===== src/rtl/bnn_seq_if.sv =====
// Handshake and datapath-control bundle between the BNN frame sequencer and its surroundings.
// The master side is the sequencer. The slave side is the upstream feature source together with the datapath.
interface bnn_seq_if;
   logic       start;
   logic       abort;
   logic       mfcc_valid;
   logic       mfcc_ready;
   logic [5:0] dp_count;
   logic       acc_clr;
   logic       acc_en;
   logic       cmp_en;
   logic [1:0] result_in;
   logic [1:0] result_out;
   logic       result_valid;
   logic       vad_duration;
   logic       busy;

   modport master (
      input  start, abort, mfcc_valid, result_in,
      output mfcc_ready, dp_count, acc_clr, acc_en, cmp_en,
             result_out, result_valid, vad_duration, busy
   );

   modport slave (
      output start, abort, mfcc_valid, result_in,
      input  mfcc_ready, dp_count, acc_clr, acc_en, cmp_en,
             result_out, result_valid, vad_duration, busy
   );
endinterface


===== src/rtl/bnn_seq_ctrl.sv =====
// Frame sequencer for the binary VAD classifier: streams NUM_POS MFCC columns into the accumulator,
// strobes the compare, and then latches the class. It also tracks a speech hangover run.
module bnn_seq_ctrl #(
   parameter int NUM_POS     = 36,
   parameter int HANG_FRAMES = 3
) (
   input  logic         clk,
   input  logic         rst_n,
   bnn_seq_if.master    bus
);

   typedef enum logic [1:0] {
      ST_IDLE    = 2'b00,
      ST_ACCUM   = 2'b01,
      ST_COMPARE = 2'b10,
      ST_RESULT  = 2'b11
   } state_e;

   localparam logic [5:0] LAST_POS_C = 6'(NUM_POS - 1);
   localparam logic [7:0] HANG_C     = 8'(HANG_FRAMES);
   localparam logic [1:0] SPEECH_C   = 2'b10;

   state_e     state_q, state_d;
   logic [5:0] dp_count_q, dp_count_d;
   logic [1:0] result_out_q, result_out_d;
   logic [7:0] run_cnt_q, run_cnt_d;
   logic       vad_q, vad_d;
   logic       busy_q, busy_d;
   logic       ready_s;
   logic       beat_s;

   // An abort also withdraws ready, so the beat that arrives with the abort is never accepted.
   assign ready_s = (state_q == ST_ACCUM) && !bus.abort;
   assign beat_s  = ready_s && bus.mfcc_valid;

   assign bus.mfcc_ready   = ready_s;
   assign bus.acc_en       = beat_s;
   assign bus.acc_clr      = beat_s && (dp_count_q == 6'd0);
   assign bus.cmp_en       = (state_q == ST_COMPARE) && !bus.abort;
   assign bus.result_valid = (state_q == ST_RESULT) && !bus.abort;
   assign bus.dp_count     = dp_count_q;
   assign bus.result_out   = result_out_q;
   assign bus.vad_duration = vad_q;
   assign bus.busy         = busy_q;

   // Next-state, column index, result and hangover-run computation.
   always_comb begin
      state_d      = state_q;
      dp_count_d   = dp_count_q;
      result_out_d = result_out_q;
      run_cnt_d    = run_cnt_q;
      if (bus.abort) begin
         state_d    = ST_IDLE;
         dp_count_d = 6'd0;
      end else begin
         case (state_q)
            ST_IDLE: begin
               if (bus.start) begin
                  state_d = ST_ACCUM;
               end else begin
                  state_d = ST_IDLE;
               end
            end
            ST_ACCUM: begin
               if (beat_s && (dp_count_q == LAST_POS_C)) begin
                  dp_count_d = 6'd0;
                  state_d    = ST_COMPARE;
               end else if (beat_s) begin
                  dp_count_d = dp_count_q + 6'd1;
               end else begin
                  dp_count_d = dp_count_q;
               end
            end
            ST_COMPARE: begin
               state_d = ST_RESULT;
            end
            ST_RESULT: begin
               result_out_d = bus.result_in;
               if (bus.result_in == SPEECH_C) begin
                  run_cnt_d = (run_cnt_q == 8'hFF) ? run_cnt_q : run_cnt_q + 8'd1;
               end else begin
                  run_cnt_d = 8'd0;
               end
               state_d = ST_IDLE;
            end
            default: begin
               state_d    = ST_IDLE;
               dp_count_d = 6'd0;
            end
         endcase
      end
      vad_d  = (run_cnt_d >= HANG_C);
      busy_d = (state_d != ST_IDLE);
   end

   // State and output registers.
   always_ff @(posedge clk or negedge rst_n) begin
      if (!rst_n) begin
         state_q      <= ST_IDLE;
         dp_count_q   <= 6'd0;
         result_out_q <= 2'b00;
         run_cnt_q    <= 8'd0;
         vad_q        <= 1'b0;
         busy_q       <= 1'b0;
      end else begin
         state_q      <= state_d;
         dp_count_q   <= dp_count_d;
         result_out_q <= result_out_d;
         run_cnt_q    <= run_cnt_d;
         vad_q        <= vad_d;
         busy_q       <= busy_d;
      end
   end

endmodule


===== src/flat_wrapper.sv =====
// flat-port wrapper written by rule: the top's interface ports become plain ports
module bnn_seq_ctrl_flat 
#(
   parameter int NUM_POS     = 36,
   parameter int HANG_FRAMES = 3
)
  (clk, rst_n, bus_start, bus_abort, bus_mfcc_valid, bus_result_in, bus_mfcc_ready, bus_dp_count, bus_acc_clr, bus_acc_en, bus_cmp_en, bus_result_out, bus_result_valid, bus_vad_duration, bus_busy);
  bnn_seq_if bus_i ();
  input  logic clk;
  input  logic rst_n;
  input wire logic [$bits(bus_i.start)-1:0] bus_start;
  input wire logic [$bits(bus_i.abort)-1:0] bus_abort;
  input wire logic [$bits(bus_i.mfcc_valid)-1:0] bus_mfcc_valid;
  input wire logic [$bits(bus_i.result_in)-1:0] bus_result_in;
  output wire logic [$bits(bus_i.mfcc_ready)-1:0] bus_mfcc_ready;
  output wire logic [$bits(bus_i.dp_count)-1:0] bus_dp_count;
  output wire logic [$bits(bus_i.acc_clr)-1:0] bus_acc_clr;
  output wire logic [$bits(bus_i.acc_en)-1:0] bus_acc_en;
  output wire logic [$bits(bus_i.cmp_en)-1:0] bus_cmp_en;
  output wire logic [$bits(bus_i.result_out)-1:0] bus_result_out;
  output wire logic [$bits(bus_i.result_valid)-1:0] bus_result_valid;
  output wire logic [$bits(bus_i.vad_duration)-1:0] bus_vad_duration;
  output wire logic [$bits(bus_i.busy)-1:0] bus_busy;
  assign bus_i.start = bus_start;
  assign bus_i.abort = bus_abort;
  assign bus_i.mfcc_valid = bus_mfcc_valid;
  assign bus_i.result_in = bus_result_in;
  assign bus_mfcc_ready = bus_i.mfcc_ready;
  assign bus_dp_count = bus_i.dp_count;
  assign bus_acc_clr = bus_i.acc_clr;
  assign bus_acc_en = bus_i.acc_en;
  assign bus_cmp_en = bus_i.cmp_en;
  assign bus_result_out = bus_i.result_out;
  assign bus_result_valid = bus_i.result_valid;
  assign bus_vad_duration = bus_i.vad_duration;
  assign bus_busy = bus_i.busy;
  bnn_seq_ctrl #(.NUM_POS(NUM_POS), .HANG_FRAMES(HANG_FRAMES)) u_core (.clk(clk), .rst_n(rst_n), .bus(bus_i));
endmodule

===== config.mk =====
export PLATFORM = sky130hd
export DESIGN_NAME = bnn_seq_ctrl_flat
export DESIGN_NICKNAME = d
export VERILOG_FILES = /design/src/rtl/bnn_seq_if.sv /design/src/rtl/bnn_seq_ctrl.sv /design/src/flat_wrapper.sv
export SDC_FILE = /design/constraint.sdc
export NUM_CORES = 1
export LEC_CHECK = 0
export CAP_MARGIN = 15
export CORE_UTILIZATION = 46
export DETAILED_ROUTE_END_ITERATION = 8
export PLACE_DENSITY = 0.75
export SYNTH_ARGS = -nofsm -noshare
export SYNTH_HDL_FRONTEND = slang
export SYNTH_SLANG_ARGS = --single-unit

===== constraint.sdc =====
create_clock -name clk -period 1.6 [get_ports clk]
set_input_delay 0.32 -clock clk [delete_from_list [all_inputs] [get_ports clk]]
set_output_delay 0.32 -clock clk [all_outputs]
set_load 0.02 [all_outputs]

==> reports/qor.txt, run 1 <==
DR vias/cell: 5.819
Row count: 17
CP Class: reg -> out
Slew Viols, Final: 0
# IOs: 22
Reg area: 500.5 sq um
Yosys warns: 0
Area occupied by multi-input gates: 714.4 sq um
Peak VDD IR: 479.1 uV
Xor/xnor share of the synthesized area: 1.525%
Post-layout min period: 1746 ps
Synth Register Bits: 20
Synth top area cells: dfrtp_1, nand2_1, ha_1, nand3_1, o21ai_0
WL/cell: 16.14 microns
Worst slew margin: 70.79%
Netlist cell types: 43
Initial antenna violation count: 0
Largest buffer count on any clock path: 2
Failing checks: setup timing
Register-to-Register Path Depth: 8
Seq pwr share: 54.4%
Unrepaired setup endpoints after global routing: yes
Period utilization: 109.1%
Compound-Gate Fraction of Synth Area: 19.39%
Via count: 1,251
Die Footprint: 2701 sq um
Syn nets: 129
H-tree Lvls: 1
Synthesized instance count: 119
Gp weighted congestion: 0.9101
Top post-synthesis cells by count: dfrtp_1, nand2_1, nor2_1
Setup WS post-layout: -145.6 ps
Status: complete, but fails checks
IO buf count: 21
Number of flops mapped to enable cells by yosys: 0
Final TNS setup: -502.8 ps
Num CTS Buffers: 3
Core Box Area: 2276 sq um
First-pass GRT wire length: 5.271 mm
GRT Total Usage: 27.09%
DR iter-0 viols: 34
Final wirelength: 3.471 mm
Initial Util: 50.47%
Post-synthesis mux area share: 1.852%
Fill count: 139
Worst skew pair latency: 300 ps
Count leader, synth: dfrtp_1
Clock network power share: 31.2%
Pwr dens: 511.7 nW/um^2
Place WS: -556.8 ps
Hold crit path type: in -> async
Crit end category: primary output
Top FF cell, synth: dfrtp_1
Top-area cell type share of the netlist area: 43.57%
CTS tree: built
CP startpoint kind: flop
Crit Path Max Fanout: 4
Int Pwr: 723.5 uW
R2R Setup Slk: -120 ps
Root buffer cell: clkbuf_4
Area leader, netlist: dfrtp_1
Arrival time worst endpoint: 1430 ps
Simple logic cell fraction of the synthesized area: 28.21%
Sequential fraction of the synthesis area: 43.57%
Switching share of total power: 24.31%
Num Clock Sinks: 20
Post-synthesis adder-cell area fraction: 3.268%
FFs w/ async S/R, synth: 100.0%
Tightest Pin Transition: 434.8 ps
Total Power: 956.0 uW
Largest net degree at the start of global routing: 21
ANT nets after route: 0
Achievable Freq: 572.9 MHz
Chip Width: 51.97 microns
Pre-antenna DRT Iters: 4
Logic pwr share: 14.4%
Final setup viols: 5
Switching power: 232.4 uW
Dpl hpwl: 2.407 mm
Gr ovfl total: 0
Crit path required time: 1280 ps
Number of global-route vias before repair: 1,136
Die Y-Extent: 51.97 microns
Area growth syn-to-layout: 62.64%
Max Cap Viol: 0
Number of diodes: 0
Clock transition at the registers of the reported paths: 120 ps
Layout cells sized above 1: 39.04%
Post-Synthesis Mean Instance Area: 9.652 sq um
Reg-to-Reg End: u_core.bus.vad_duration
Fin. Hold Viols: 0
Nets@finish: 198
DRC: 0
Largest family of logic cells by synthesized area: simple AND/OR/NAND/NOR gates
Pleak: 0.9532 nW
Hold slack: 338.7 ps
Worst R2R Start: u_core.state_q[0]
Mapped Area: 1149 sq um
Setup Skew: 4.486 ps
==> registers in the layout, summed over array words and instances (netlist names) <==
name	count
u_core.bus.dp_count	6
u_core.state_q	2
u_core.bus.busy	1
u_core.bus.result_out	2
u_core.run_cnt_q	8
u_core.bus.vad_duration	1
==> stage by stage <==
stage	instance area [sq um]	utilization (%)	std cells
floorplan	1149	-	119
global placement	1638	71.96	201
detailed placement	1638	71.96	201
CTS	1783	78.34	212
global route	1868	82.08	215
finish	1868	82.08	215
==> worst max path at each step <==
| stage | from | endpoint | slack, ps | depth (start not counted) |
|---|---|---|---|---|
| final | u_core.state_q[0] | bus_acc_clr | -150 | 4 |
| after global routing | u_core.state_q[0] | bus_acc_clr | -190 | 4 |
| after CTS | bus_mfcc_valid | bus_acc_clr | -100 | 4 |
| after detailed placement | bus_abort | bus_acc_clr | -560 | 4 |
| after global placement | bus_abort | bus_acc_clr | -550 | 4 |
| after floorplan | u_core.run_cnt_q[0] | u_core.bus.vad_duration | 20 | 6 |
==> power groups by stage <==
stage               Clock [mW]  Sequential, mW  Combinational (mW)
detailed placement           0           0.529               0.125
global placement             0           0.529               0.120
global route             0.315           0.521               0.149
floorplan                    0           0.539              0.0342
CTS                      0.306           0.520               0.128
finish                   0.299           0.520               0.137
==> logic make-up (layout without fill, tap and decap cells) <==
logic type                 count (synthesis)  in the layout
AOI/OAI and AO/OA                         32             32
muxes                                      2              2
and+or+nand+nor                           56             56
buffers and inverters                      4             72
xor gates and xnor gates                   2              2
DFF                                       20             20
adders and majority gates                  3              3
==> area by class of cell <==
type / instances / area share (%)
Multi-Input combinational cell: 95 / 38.25
Timing Repair Buffer: 65 / 30.41
Sequential cell: 20 / 26.79
Clock buffer: 4 / 1.942
Tap cell: 28 / 1.875
Inverter: 3 / 0.7368
==> worst max-delay path, stage by stage (launching register included) <==
cell and delay [ps]:
dfrtp_1 450, buf_6 140, and4bb_2 230, and4b_1 180, buf_6 130
==> per-layer routing <==
layer / vias to the layer above / wire (microns) / global-route usage [%]
met5: - / 0 / 0
met4: 0 / 44 / 11.26
met3: 7 / 210 / 4.971
met2: 52 / 1657 / 42.09
met1: 612 / 1558 / 36.65
li1: 580 / - / -
==> repair_timing <==
| action | 4_1_cts | 5_1_grt |
|---|---|---|
| hold buffers | 0 | 0 |
| pin swaps | 3 | 6 |
| gates resized for setup | 44 | 15 |
| setup buffers | 7 | 3 |
| setup endpoints to repair | 14 | 8 |
==> cell usage in the layout, fill, tap and decap left out, types with 4 or more instances in the layout <==
cell / synthesis / layout
o21ai_0: 6 / 5
dlygate4sd2_1: 0 / 8
a21oi_1: 5 / 4
a31oi_1: 4 / 4
nand2_1: 17 / 17
nand3_1: 6 / 6
nor2_1: 8 / 6
buf_6: 1 / 10
clkdlybuf4s50_1: 0 / 6
dfrtp_1: 20 / 20
buf_4: 0 / 36
Note: power is estimated with default switching activity, not from simulation.
==> inputs of run 2 (changes only) <==
--- a/config.mk
+++ b/config.mk
@@ -9,6 +9,7 @@
 export CORE_UTILIZATION = 46
 export DETAILED_ROUTE_END_ITERATION = 8
 export PLACE_DENSITY = 0.75
+export SLEW_MARGIN = 20
 export SYNTH_ARGS = -nofsm -noshare
 export SYNTH_HDL_FRONTEND = slang
 export SYNTH_SLANG_ARGS = --single-unit
==> results of run 2 <==
No change in the layout: final DEF, timing and power equal those of run 1.
==> inputs of run 3 (changes only) <==
--- a/config.mk
+++ b/config.mk
@@ -5,10 +5,10 @@
 export SDC_FILE = /design/constraint.sdc
 export NUM_CORES = 1
 export LEC_CHECK = 0
-export CAP_MARGIN = 15
-export CORE_UTILIZATION = 46
+export CORE_UTILIZATION = 48
+export CTS_BUF_LIST = sky130_fd_sc_hd__clkbuf_8
 export DETAILED_ROUTE_END_ITERATION = 8
-export PLACE_DENSITY = 0.75
+export PLACE_DENSITY = 0.78
 export SLEW_MARGIN = 20
 export SYNTH_ARGS = -nofsm -noshare
 export SYNTH_HDL_FRONTEND = slang
==> run 3 against run 2 <==
Non-clock buffer count decreased by 2; register-to-register slack improved by 100 ps; core utilization decreased by 0.96 points; highest routed layer unchanged; largest power group unchanged; power increased by 2.5%; clock skew decreased by 2.4 ps; cell count decreased by 1.4%; sequential power about the same; clock power increased by 9.7%; the run still ends with setup timing left; combinational power decreased by 3%; via count increased by 0.16%; flip-flop and latch count unchanged.
==> reports/qor.txt, run 3 (synthesized netlist as in run 1, its figures left out) <==
Status: complete, but fails checks
Failing checks: setup timing
Max reg flops: 8 (unchanged)
Via count: 1,253 (+0.16%)
Switching share of total power: 23.47% (-0.85 points)
ANT nets after route: 0 (unchanged)
CP startpoint kind: flop
Pre-antenna DRT Iters: 4 (unchanged)
Setup WS post-layout: -49.08 ps (+96.51 ps)
Chip Width: 50.92 microns (-2.0%)
DR iter-0 viols: 36 (+5.9%)
Number of global-route vias before repair: 1,245 (+9.6%)
Largest net degree at the start of global routing: 21 (unchanged)
DRC: 0 (unchanged)
CP max stage delay: 410 ps (-40 ps)
Gr ovfl total: 0 (unchanged)
Arrival time worst endpoint: 1330 ps (-100 ps)
Area occupied by multi-input gates: 696.9 sq um (-2.5%)
DR vias/cell: 5.910 (+1.6%)
Initial Util: 51.43% (+0.96 points)
IO buf count: 21 (unchanged)
Num Clock Sinks: 20 (unchanged)
Critical path buffers and inverters: 1 (-1)
# IOs: 22 (unchanged)
Slew Viols, Final: 0 (unchanged)
Pleak: 0.8926 nW (-6.4%)
CP Class: reg -> out
Crit path max-delay cell type: dfrtp_1
Fin. Hold Viols: 0 (unchanged)
Tightest Pin Transition: 344.7 ps (-90.19 ps)
Max Cap Viol: 0 (unchanged)
Core Box Area: 2233 sq um (-1.9%)
Num CTS Buffers: 3 (unchanged)
Achievable Freq: 606.4 MHz (+5.9%)
Post-layout min period: 1649 ps (-96.51 ps)
Total Power: 980.1 uW (+2.5%)
Layout cells sized above 1: 36.96% (-2.1 points)
Commonest non-fill, non-tap cell in the layout: buf_4
Biggest register: u_core.run_cnt_q
Fill count: 138 (-0.72%)
CP cell instances: and4bb_2, and4b_1, buf_6
Worst R2R Start: u_core.run_cnt_q[0]
Reg area: 500.5 sq um (unchanged)
Int Pwr: 750.1 uW (+3.7%)
Beginning of the critical path: u_core.state_q[1]
Pwr dens: 541.0 nW/um^2 (+5.7%)
Die Footprint: 2592 sq um (-4.0%)
Place WS: -560.1 ps (-3.227 ps)
Hold slack: 405.9 ps (+67.23 ps)
Final instance area: 1812 sq um (-3.0%)
GRT Total Usage: 27.59% (+0.50 points)
Root buffer cell: clkbuf_8
Core Util, Final: 81.12% (-0.96 points)
Final setup viols: 3 (-2)
Post-DP Area: 1638 sq um (unchanged)
Number of diodes: 0 (unchanged)
Hold buffer count at cts: 0 (unchanged)
H-tree Lvls: 1 (unchanged)
Crit Path Max Fanout: 3 (-1)
CP top delay family: simple AND/OR/NAND/NOR gates
Area growth syn-to-layout: 57.73%
Clock network power share: 33.5% (+2.3 points)
Initial antenna violation count: 0 (unchanged)
Row count: 17 (unchanged)
Seq pwr share: 53.0% (-1.4 points)
Logic pwr share: 13.5% (-0.9 points)
Gp weighted congestion: 0.9000 (-1.1%)
Final wirelength: 3.370 mm (-2.9%)
Finished Layout Cells: 212 (-1.4%)
Setup Skew: 2.113 ps (-2.373 ps)
WL/cell: 15.90 microns (-1.5%)
Die Y-Extent: 50.92 microns (-2.0%)
Dpl hpwl: 2.321 mm (-3.6%)
CTS tree: built
Peak VDD IR: 408.6 uV (-15%)
Most frequent cells in the layout: buf_4, dfrtp_1, nand2_1
First-pass GRT wire length: 5.340 mm (+1.3%)
Crit end category: primary output
Crit path required time: 1280 ps (about the same)
Hold crit path type: in -> async
Worst skew pair latency: 260 ps (-40 ps)
Final TNS setup: -79.29 ps (+423.5 ps)
Worst slew margin: 76.98% (+6.2 points)
Clock transition at the registers of the reported paths: 70 ps (-50 ps)
Unrepaired setup endpoints after global routing: yes
Switching power: 230.0 uW (-1.0%)
Period utilization: 103.1% (-6.0 points)
Placed cell count: 201 (unchanged)
Nets@finish: 196 (-1.0%)
Largest buffer count on any clock path: 2 (unchanged)
-- run 3: power by group through the flow --
| stage | clock network (mW) | registers, mW | logic (mW) |
|---|---|---|---|
| floorplan | 0 | 0.539 | 0.0342 |
| global placement | 0 | 0.528 | 0.123 |
| detailed placement | 0 | 0.528 | 0.127 |
| CTS | 0.337 | 0.519 | 0.130 |
| global route | 0.357 | 0.519 | 0.142 |
| finish | 0.328 | 0.519 | 0.133 |
-- run 3: worst paths after layout --
kind	cells after the start	slack, ps	end
max in group asynchronous	2	980	u_core.bus.dp_count[2]
min in group clk	2	480	u_core.bus.result_out[0]
max reg2reg	6	-20	u_core.bus.vad_duration
min	2	410	u_core.run_cnt_q[6]
min reg2reg	2	480	u_core.bus.result_out[0]
max	3	-50	bus_acc_clr
-- run 3: cell type report --
type | instances | share of cell area (%)
repair buffers | 63 | 28.94
flip-flops and latches | 20 | 27.62
well taps | 28 | 1.934
inverters | 3 | 0.7597
multi-input cells | 95 | 38.47
clock buffers | 3 | 2.279
-- run 3: timing repair --
item                       in CTS  in global routing
setup buffers                   5                  3
gates resized for setup        36                 14
pin swaps                       4                  3
setup endpoints to repair      14                 10
-- run 3: metal layers --
metal,up-vias,GRT usage (%),wire [microns]
li1,576,-,-
met1,608,31.55,1354
met2,57,50.00,1781
met3,12,3.571,146
met4,0,13.43,88
met5,-,0,0
